==> config.mk <==
export PLATFORM = sky130hd
export DESIGN_NAME = controlador_busca_pixels
export DESIGN_NICKNAME = d
export VERILOG_FILES = /design/src/rtl/controlador_busca_pixels_pkg.sv /design/src/rtl/gerador_endereco_zoom.sv /design/src/rtl/controlador_busca_pixels.sv
export SDC_FILE = /design/constraint.sdc
export NUM_CORES = 1
export LEC_CHECK = 0
export ABC_AREA = 1
export CAP_MARGIN = 10
export CORE_MARGIN = 3
export CORE_UTILIZATION = 40
export DETAILED_ROUTE_END_ITERATION = 7
export DONT_BUFFER_PORTS = 1
export GPL_TIMING_DRIVEN = 0
export PLACE_DENSITY_LB_ADDON = 0.15
export SLEW_MARGIN = 20
export SYNTH_ARGS = -nofsm -noshare
export SYNTH_HDL_FRONTEND = slang
export SYNTH_SLANG_ARGS = --single-unit
==> constraint.sdc <==
create_clock -name clock -period 3.3 [get_ports clock]
set_input_delay 0.99 -clock clock [delete_from_list [all_inputs] [get_ports clock]]
set_output_delay 0.99 -clock clock [all_outputs]
set_load 0.03 [all_outputs]
==> src/rtl/controlador_busca_pixels_pkg.sv <==
// Shared types and defaults for the frame-fetch controller: FSM encoding,
// default frame/FIFO geometry, RAM address width and the row-offset multiplier.
package controlador_busca_pixels_pkg;

  typedef enum logic [1:0] {
    OCIOSO   = 2'd0,
    BUSCANDO = 2'd1,
    DRENANDO = 2'd2
  } estado_t;

  localparam int LARGURA_PADRAO      = 320;
  localparam int ALTURA_PADRAO       = 240;
  localparam int PROFUNDIDADE_PADRAO = 512;
  localparam int LIMIAR_PADRAO       = 480;
  localparam int LARGURA_END         = 17;

  // Row offset y*largura; 320 = 256 + 64 keeps it to two shifts and an adder.
  function automatic logic [LARGURA_END-1:0] vezes_largura(input logic [LARGURA_END-1:0] y,
                                                           input int largura);
    if (largura == 320) return (y << 8) + (y << 6);
    else return y * LARGURA_END'(largura);
  endfunction

endpackage

==> src/rtl/gerador_endereco_zoom.sv <==
// Combinational pixel-to-RAM-address mapper. With ZOOM_2X_EN defined the
// zoom input selects a centred 2x window; otherwise only 1x mapping exists.
module gerador_endereco_zoom
  import controlador_busca_pixels_pkg::*;
#(
  parameter int LARGURA = LARGURA_PADRAO,
  parameter int ALTURA  = ALTURA_PADRAO
) (
  input  logic [$clog2(LARGURA)-1:0] ox,
  input  logic [$clog2(ALTURA)-1:0]  oy,
  input  logic                       zoom,
  output logic [LARGURA_END-1:0]     endereco
);

  logic [LARGURA_END-1:0] x_ef;
  logic [LARGURA_END-1:0] y_ef;

`ifdef ZOOM_2X_EN
  // Each source pixel is repeated twice in x and y, window centred in the frame.
  always_comb begin
    if (zoom) begin
      x_ef = LARGURA_END'(LARGURA / 4) + LARGURA_END'(ox >> 1);
      y_ef = LARGURA_END'(ALTURA / 4) + LARGURA_END'(oy >> 1);
    end else begin
      x_ef = LARGURA_END'(ox);
      y_ef = LARGURA_END'(oy);
    end
  end
`else
  logic zoom_unused;
  assign zoom_unused = zoom;
  assign x_ef = LARGURA_END'(ox);
  assign y_ef = LARGURA_END'(oy);
`endif

  assign endereco = vezes_largura(y_ef, LARGURA) + x_ef;

endmodule

==> src/rtl/controlador_busca_pixels.sv <==
// Fetches one frame from pixel RAM into the display FIFO per iniciar pulse.
// Optional centred 2x zoom is built only when ZOOM_2X_EN is defined.
module controlador_busca_pixels
  import controlador_busca_pixels_pkg::*;
#(
  parameter int LARGURA      = LARGURA_PADRAO,
  parameter int ALTURA       = ALTURA_PADRAO,
  parameter int PROFUNDIDADE = PROFUNDIDADE_PADRAO,
  parameter int LIMIAR       = LIMIAR_PADRAO
) (
  input  logic        clock,
  input  logic        reset,
  input  logic        iniciar,
  input  logic        fator_zoom,
  input  logic [9:0]  fila_nivel,
  input  logic [7:0]  dados_ram,
  output logic [16:0] endereco_ram,
  output logic        escrita_fila,
  output logic [7:0]  dados_fila,
  output logic        leitura_liberada,
  output logic        ocupado,
  output logic        fim_quadro,
  output logic [1:0]  estado
);

  localparam int OX_W = $clog2(LARGURA);
  localparam int OY_W = $clog2(ALTURA);
  localparam logic [OX_W-1:0]        OX_ULT     = OX_W'(LARGURA - 1);
  localparam logic [OY_W-1:0]        OY_ULT     = OY_W'(ALTURA - 1);
  localparam logic [9:0]             NIVEL_MAX  = 10'(PROFUNDIDADE - 3);
  localparam logic [LARGURA_END-1:0] LIMIAR_ULT = LARGURA_END'(LIMIAR - 1);

  estado_t                estado_atual;
  logic [OX_W-1:0]        ox;
  logic [OY_W-1:0]        oy;
  logic [LARGURA_END-1:0] endereco_reg;
  logic [LARGURA_END-1:0] endereco_atual;
  logic [LARGURA_END-1:0] contagem;
  logic                   zoom_efetivo;
  logic                   emitir;

  // Issue/write handshake: a read is issued in cycle t iff BUSCANDO and the FIFO
  // has room for the in-flight byte plus usedw lag; the address is valid in t,
  // the RAM answers in t+1 and escrita_fila is high exactly then. No issue means
  // the address is held and no write follows.
  assign emitir       = (estado_atual == BUSCANDO) && (fila_nivel <= NIVEL_MAX);
  assign endereco_ram = emitir ? endereco_atual : endereco_reg;
  assign dados_fila   = dados_ram;
  assign ocupado      = (estado_atual != OCIOSO);
  assign estado       = estado_atual;

`ifdef ZOOM_2X_EN
  logic zoom_reg;
  always_ff @(posedge clock or posedge reset) begin
    if (reset) zoom_reg <= 1'b0;
    else if (estado_atual == OCIOSO && iniciar) zoom_reg <= fator_zoom;
  end
  assign zoom_efetivo = zoom_reg;
`else
  logic fator_zoom_unused;
  assign fator_zoom_unused = fator_zoom;
  assign zoom_efetivo      = 1'b0;
`endif

  gerador_endereco_zoom #(
    .LARGURA(LARGURA),
    .ALTURA (ALTURA)
  ) u_gerador (
    .ox      (ox),
    .oy      (oy),
    .zoom    (zoom_efetivo),
    .endereco(endereco_atual)
  );

  always_ff @(posedge clock or posedge reset) begin
    if (reset) begin
      estado_atual     <= OCIOSO;
      ox               <= '0;
      oy               <= '0;
      endereco_reg     <= '0;
      contagem         <= '0;
      escrita_fila     <= 1'b0;
      leitura_liberada <= 1'b0;
      fim_quadro       <= 1'b0;
    end else begin
      endereco_reg <= endereco_ram;
      escrita_fila <= emitir;
      fim_quadro   <= 1'b0;
      // Sticky: the display keeps reading across frames once primed.
      if (emitir && contagem == LIMIAR_ULT) leitura_liberada <= 1'b1;
      case (estado_atual)
        OCIOSO: begin
          if (iniciar) begin
            estado_atual <= BUSCANDO;
            ox           <= '0;
            oy           <= '0;
            contagem     <= '0;
          end
        end
        BUSCANDO: begin
          if (emitir) begin
            if (contagem <= LIMIAR_ULT) contagem <= contagem + 1'b1;
            if (ox == OX_ULT) begin
              ox <= '0;
              if (oy == OY_ULT) begin
                oy           <= '0;
                estado_atual <= DRENANDO;
                fim_quadro   <= 1'b1;
              end else begin
                oy <= oy + 1'b1;
              end
            end else begin
              ox <= ox + 1'b1;
            end
          end
        end
        DRENANDO: estado_atual <= OCIOSO;
        default:  estado_atual <= OCIOSO;
      endcase
    end
  end

endmodule

### Word level (Yosys, flattened, before mapping)

Cells that the tools add are included.
Widths: inputs -> output; s select.

| operators by class | value |
|---|---|
| $add $sub $neg | 5 |
| $lt $le $gt $ge | 2 |
| equal/unequal tests | 9 |
| mux-type cells | 23 |
| reduce and logical (&&, ||, !) cells | 9 |

Operators by type and width:

| kind | count |
|---|---|
| $mux 17 | 4 |
| $pmux 17 s2 | 1 |
| $mux 8 | 4 |
| $mux 9 | 3 |
| $pmux 9 s2 | 1 |
| $add 16x14->17 | 1 |
| $add 17x1->17 const B | 1 |
| $add 17x9->17 | 1 |
| $eq 17x9->1 const B | 1 |
| $le 17x9->1 const B | 1 |
| $pmux 8 s2 | 1 |
| $reduce_and 4->1 | 3 |
| $le 10x9->1 const B | 1 |
| $add 9x1->9 const B | 1 |
| $eq 9x9->1 const B | 1 |
| $add 8x1->8 const B | 1 |
| $eq 8x8->1 const B | 1 |
| $mux 2 | 4 |
| $ne 2x1->1 const B | 3 |
| $mux 1 | 4 |
| $ne 2x2->1 const B | 2 |
| $pmux 2 s2 | 1 |
| $reduce_bool 2->1 | 2 |
| $reduce_and 3->1 | 1 |
| other kinds (3) | 4 |

| word-level totals | value |
|---|---|
| register bits | 56 |
| input bits | 22 |
| output and inout bits | 31 |
| logic and storage cells | 56 |

### Logic depth before layout (Yosys ltp)

Gate-level depths: netlist of the first run.

| depth | value |
|---|---|
| word-level depth | 5 |
| mapped depth | 12 |
| gate-level depth less buffers | 12 |

### Hierarchy

A second synthesis of the first run with hierarchy kept.

| second synthesis, totals | value |
|---|---|
| cells, all modules | 470 |
| area total of the unflattened synthesis | 3,515.9 µm² |

By module, submodules not included:

| module | times used | cells an instance | area an instance (µm²) | seq. area each (µm²) |
|---|---|---|---|---|
| controlador_busca_pixels | 1 | 376 | 2,915.3 | 1,401.3 |
| gerador_endereco_zoom | 1 | 94 | 600.6 | 0.0 |

### Least setup slack after synthesis of the first run

Ideal clock, no wire load.

| timing path | value |
|---|---|
| path type | reg-to-output |
| start | reg oy[0] |
| end | out endereco_ram[14] |
| data arrival time | 2.412 ns |
| required time | 2.310 ns |
| setup slack | -0.102 ns |
| stages on the path, launching flop included | 12 |
| path buffers | 0 |
| cells stage by stage | dfrtp_1 > inv_1 > fa_1 > inv_1 > ha_1 > nand3_1 > nand2_1 > nand2_1 > nand2_1 > nand2_1 > nand2_1 > o21ai_0 |

| on the way | value |
|---|---|
| word-level cells in the longest chain between the ends | 3 |

RTL lines:

| what | line | source |
|---|---|---|
| from (decl) | controlador_busca_pixels.sv:35 | `logic [OY_W-1:0] oy;` |
| from (signal assigned) | controlador_busca_pixels.sv:110 | `oy <= oy + 1'b1;` |
| $add 16x14->17 | controlador_busca_pixels_pkg.sv:20 | `if (largura == 320) return (y << 8) + (y << 6);` |
| $add 17x9->17 | gerador_endereco_zoom.sv:36 | `assign endereco = vezes_largura(y_ef, LARGURA) + x_ef;` |
| $mux 17 | controlador_busca_pixels.sv:47 | `assign endereco_ram = emitir ? endereco_atual : endereco_reg;` |
| to (decl) | controlador_busca_pixels.sv:17 | `output logic [16:0] endereco_ram,` |

Every way passes these cells.

### Worst setup path after layout of the first run

| timing path | value |
|---|---|
| start | reg oy[2] |
| end | out endereco_ram[15] |

The elaborated chain is that of the path after synthesis.

==> results of run 1 <==
==> critical path, cell delays in order (launching register included) <==
cell and delay (ps):
dfrtp_1 370, inv_2 50, fa_1 540, inv_2 60, fa_2 380, nand3_2 80
nand3_2 90, a21oi_2 170, nand2b_4 150, nand3_4 130
==> area by class of cell <==
class / instances / area, µm²
inverter: 45 / 174
multi-input combinational: 335 / 1980
sequential: 56 / 1410
buffer: 16 / 111
timing repair buffer: 9 / 67.6
clock buffer: 6 / 82.6
tap: 105 / 131
fill: 819 / 4290
clock inverter: 2 / 15.0
==> logic make-up after synthesis <==
family / synth area share, %
xor+xnor: 1.02
simple gates: 35.7
buf+inv: 8.19
compound gates: 6.33
flops: 41.0
fa+ha+maj: 7.75
==> power groups by stage <==
stage	Clock [mW]	Sequential [mW]	Combinational, mW
finish	0.394	0.850	0.875
global route	0.438	0.865	0.977
CTS	0.413	0.851	0.856
detailed placement	0	0.871	0.777
global placement	0	0.866	0.772
floorplan	0	0.851	0.614
==> routing by layer <==
layer  GRT usage (%)  share of wire, %
met1            22.7                50
met2            23.9                43
met3            3.33               6.0
met4            3.57              0.58
met5               0                 0
==> synth_stat cells, drive strengths merged, types with 3 or more instances <==
cell,number,area [µm²]
o21ai,25,133
nand3,38,213
dfrtp,56,1400
nand4,9,62.6
buf,13,97.6
ha,18,225
nand3b,6,57.6
nor3b,4,30.0
nand2,149,574
inv,45,171
a21oi,10,61.3
nor2,63,262
clkbuf,3,11.3
==> worst paths after layout <==
path	slack, ps	end	cells past startpoint	start
worst max-delay path	-20	endereco_ram[15]	9	oy[2]$_DFFE_PP0P_
worst min-delay path	500	contagem[13]$_DFFE_PP0P_	2	contagem[13]$_DFFE_PP0P_
worst max register to register	1140	endereco_reg[15]$_DFF_PP0_	9	oy[2]$_DFFE_PP0P_
worst min register to register	500	contagem[13]$_DFFE_PP0P_	2	contagem[13]$_DFFE_PP0P_
max in group asynchronous	2150	oy[7]$_DFFE_PP0P_	1	reset
min in group asynchronous	660	endereco_reg[2]$_DFF_PP0_	1	reset
==> repair_timing <==
| action | in CTS | in global routing |
|---|---|---|
| setup buffers | 8 | 1 |
| setup endpoints to repair | 17 | 14 |
| resized for setup | 45 | 26 |
| pin swaps | 13 | 15 |
==> impl_metrics.py, run 1 <==
metrics = {
    "grt": {
        "antenna_found_initial": 0,
        "grt_remaining_overflow": 0,
        "grt_max_degree": 57,
        "grt_pass1_wl_mm": 12.6,
        "grt_pass1_vias": 2599,
        "track_usage_pct": 15.6,
    },
    "pwr": {
        "p_leak_nw": 1.95,
        "power_switching_share_pct": 44.2,
        "switchingPower_uw": 936,
        "power_density_nw_per_um2": 533,
        "clock_power_share_pct": 18.6,
        "ir_drop_v": 0.000267,
        "p_int_mw": 1.18,
        "pwr-share-comb_pct": 41.3,
        "p_total_mw": 2.12,
        "power.share.sequential_pct": 40.1,
    },
    "sta": {
        "fin_skew_ps": 6.50,
        "hold_viol": 0,
        "setup_ws_ps": -18.9,
        "fmaxAchievable_ghz": 0.301,
        "finalCritPeriodShare_pct": 101,
        "final-setup-viol-count": 1,
        "rsz0062_at_grt": "yes",
        "slew_headroom_pct": 54.3,
        "hold_ws_ps": 502,
        "worstMarginPinSlew_ps": 686,
        "maxSlewViolCount": 0,
        "layout_min_cycle_time_ps": 3320,
        "setup_tns_ps": -18.9,
    },
    "cells_and_area": {
        "instances_no_fill": 574,
        "final_common_cell": "nand2_1",
        "final_util_pct": 48.1,
        "postLayoutCellArea_um2": 3970,
        "antenna_cells": 0,
        "nets": 510,
        "area_delta_synth_final_pct": 16.1,
        "drive_above_1_share_pct": 21.7,
        "final_cell_mix": "nand2_1 (129), nor2_1 (59), dfrtp_1 (51), inv_1 (36), nand3_1 (30)",
    },
    "drt": {
        "vias": 2805,
        "ant_nets": 0,
        "wirelength_mm": 7.58,
        "drc": 0,
        "wire_per_inst_um": 13.2,
        "first_iter_violations": 92,
        "routed_via_density": 4.89,
        "firstDrtPassIters": 4,
    },
    "synthesis": {
        "ys_ff_latch": 56,
        "ys.flop_type": "dfrtp_1",
        "syn_nets": 494,
        "synth_edf_count": 0,
        "synth.cell_area_um2": 3420,
        "yosys_warnings": 0,
        "yosysSeqAreaShare_pct": 41.0,
        "postSynthCellCount": 452,
        "synthArstFlopShare_pct": 100,
        "ys_types": 36,
        "avgSynthCellArea_um2": 7.57,
    },
    "clock_tree": {
        "cts_sinks": 56,
        "hold_buffers": 0,
        "cts_tree": "done",
        "path_clk_slew_ps": 100,
        "htreeDepth": 2,
        "cts_buffers": 5,
        "clock_latency_ps": 300,
        "cts-root-buf": "clkbuf_8",
        "cts.path.max_buffers": 2,
    },
    "status": {
        "violations": "setup timing",
        "status": "finished with violations",
    },
    "die": {
        "core_area_um2": 8260,
        "die_w_um": 98.5,
        "start_util_pct": 41.4,
        "dieArea_um2": 9700,
        "die_h_um": 98.5,
        "top_level_ports": 53,
        "rows": 33,
    },
    "job": {
        "maxCapViolCount": 0,
    },
    "worst_setup_path": {
        "worstPathMaxFanout": 3,
        "criticalPathCategory": "reg -> out",
        "cp_data_required_time_ps": 2310,
        "arrival_ps": 2330,
        "start_kind": "register",
        "crit_path_end_kind": "output pin",
    },
    "placement": {
        "place_inst": 557,
        "pre_cts_ws_ps": -426,
        "gp_congestion": 0.797,
        "dp_hpwl_mm": 5.35,
        "place_area_um2": 3550,
        "io_buffer_count": 0,
    },
    "min_path": {
        "hold_path_class": "reg -> reg",
    },
}
Power figures use the tool's default switching activity.
==> inputs of run 2 (changes only) <==
==> constraint.sdc (replaced) <==
create_clock -name clock -period 2.7 [get_ports clock]
set_input_delay 0.81 -clock clock [delete_from_list [all_inputs] [get_ports clock]]
set_output_delay 0.81 -clock clock [all_outputs]
set_load 0.03 [all_outputs]
==> run 2 against run 1 <==
  * The flow still finishes with violations (setup timing)
  * Clock-buffer cell count stayed put
  * First-iteration DRC count grew 12%
  * Die area did not move
  * Sequential cell count did not move
  * Critical path depth down 1
  * Critical path type unchanged
==> impl_metrics.py, run 2 (synthesis results as in run 1) <==
metrics = {
    "status": {
        "status": "finished with violations",
        "violations": "setup timing",
    },
    "sta": {
        "worstMarginPinSlew_ps": 716,
        "fin_skew_ps": 9.41,
        "final-setup-viol-count": 9,
        "rsz0062_at_grt": "yes",
        "slew_headroom_pct": 52.2,
        "setup_tns_ps": -3310,
        "finalCritPeriodShare_pct": 118,
        "layout_min_cycle_time_ps": 3180,
        "hold_viol": 0,
        "fmaxAchievable_ghz": 0.315,
        "setup_ws_ps": -477,
        "maxSlewViolCount": 0,
        "hold_ws_ps": 458,
    },
    "worst_setup_path": {
        "slowest_delay_ps": 560,
        "worstRegToRegCells": 9,
        "crit_top_cell": "inv_2",
        "worstPathMaxFanout": 3,
        "start_kind": "register",
        "crit_chain": "inv_2 -> fa_1 -> inv_2 -> fa_2 -> buf_4 -> buf_6 -> xnor2_4 -> o21ai_4",
        "criticalPathCategory": "reg -> out",
        "crit_path_end_kind": "output pin",
        "arrival_ps": 2370,
        "slowest_stage": "fa_1",
        "cp_data_required_time_ps": 1890,
    },
    "cells_and_area": {
        "instances_no_fill": 579,
        "area_delta_synth_final_pct": 19.1,
        "final_cell_mix": "nand2_1 (128), nor2_1 (59), dfrtp_1 (52), inv_1 (36), nand3_1 (30)",
        "fillers": 817,
        "postLayoutCellArea_um2": 4070,
        "nets": 515,
        "drive_above_1_share_pct": 21.9,
        "antenna_cells": 0,
        "final_util_pct": 49.3,
        "final_common_cell": "nand2_1",
    },
    "clock_tree": {
        "cts.path.max_buffers": 2,
        "htreeDepth": 2,
        "hold_buffers": 0,
        "clock_latency_ps": 310,
        "cts_tree": "done",
        "cts_buffers": 5,
        "path_clk_slew_ps": 100,
        "cts-root-buf": "clkbuf_8",
        "cts_sinks": 56,
    },
    "drt": {
        "ant_nets": 0,
        "firstDrtPassIters": 4,
        "routed_via_density": 4.96,
        "wire_per_inst_um": 13.3,
        "first_iter_violations": 103,
        "vias": 2870,
        "wirelength_mm": 7.68,
        "drc": 0,
    },
    "die": {
        "rows": 33,
        "core_area_um2": 8260,
        "start_util_pct": 41.4,
        "die_h_um": 98.5,
        "top_level_ports": 53,
        "die_w_um": 98.5,
        "dieArea_um2": 9700,
    },
    "grt": {
        "track_usage_pct": 16.4,
        "grt_use_met3_pct": 3.18,
        "grt_max_degree": 57,
        "use_met2_pct": 29.9,
        "antenna_found_initial": 0,
        "met1_usage_pct": 19.9,
        "grt_remaining_overflow": 0,
        "grt_pass1_wl_mm": 13.1,
        "top_usage_layer": "met2",
        "grt_pass1_vias": 2839,
    },
    "placement": {
        "pre_cts_ws_ps": -528,
        "io_buffer_count": 0,
        "gp_congestion": 0.829,
        "place_inst": 557,
        "place_area_um2": 3660,
        "dp_hpwl_mm": 5.42,
    },
    "pwr": {
        "power_density_nw_per_um2": 670,
        "ir_drop_v": 0.000231,
        "p_total_mw": 2.73,
        "pwr-share-comb_pct": 41.6,
        "switchingPower_mw": 1.17,
        "clock_power_share_pct": 20.3,
        "power.share.sequential_pct": 38.1,
        "power_switching_share_pct": 42.9,
        "p_int_mw": 1.56,
        "p_leak_nw": 2.00,
    },
    "min_path": {
        "hold_path_class": "in -> async",
    },
    "job": {
        "maxCapViolCount": 0,
    },
}
## run 2: cell count changes in the layout (fill, tap and decap cells not counted), moves of 2 or more
cell and delta:
buf_4 +5, clkbuf_2 -2, clkinvlp_4 -2, ha_1 +2, ha_2 -3, nand2_2 -2, nand2_4 +4
## run 2: critical path: cells and delay by family, from the launching register on
kind                       cells  cell delay (ps)
xor gates and xnor gates       1              120
DFF                            1              370
AOI/OAI and AO/OA              1              250
buffers and inverters          4              370
adders and majority gates      2              930
## run 2: worst paths after layout
path / start / endpoint / slack [ps]
max: ox[8]$_DFFE_PP0P_ / endereco_ram[9] / -480
min: reset / endereco_reg[9]$_DFF_PP0_ / 460
max reg2reg: ox[8]$_DFFE_PP0P_ / endereco_reg[15]$_DFF_PP0_ / 530
min reg2reg: contagem[13]$_DFFE_PP0P_ / contagem[13]$_DFFE_PP0P_ / 500
max in group asynchronous: reset / oy[0]$_DFFE_PP0P_ / 1710
min in group clock: contagem[13]$_DFFE_PP0P_ / contagem[13]$_DFFE_PP0P_ / 500
## run 2: layer usage
metal / vias up / wire length (µm)
li1: 1478 / -
met2: 38 / 4070
met3: 8 / 295
met1: 1346 / 3250
met4: 0 / 75
met5: - / 0
## run 2: final cells by class
| type | count | area (µm²) | area share, % |
|---|---|---|---|
| well taps | 105 | 131 | 3.23 |
| clock inverters | 2 | 35.0 | 0.860 |
| repair buffers | 14 | 109 | 2.67 |
| flip-flops and latches | 56 | 1410 | 34.5 |
| clock buffers | 6 | 72.6 | 1.78 |
| inverters | 45 | 174 | 4.27 |
| multi-input cells | 335 | 2020 | 49.6 |
| plain buffers | 16 | 123 | 3.01 |
## run 2: what timing repair did
action	in CTS	in global routing
resized for setup	36	11
setup endpoints to repair	17	14
pin swaps	13	3
setup buffers	10	4
## run 2: power by group through the flow
stage               Combinational, mW  Sequential, mW  Clock, mW
floorplan                       0.782            1.04          0
global placement                0.982            1.06          0
detailed placement              0.994            1.06          0
CTS                              1.12            1.04      0.574
global route                     1.26            1.05      0.605
finish                           1.14            1.04      0.553
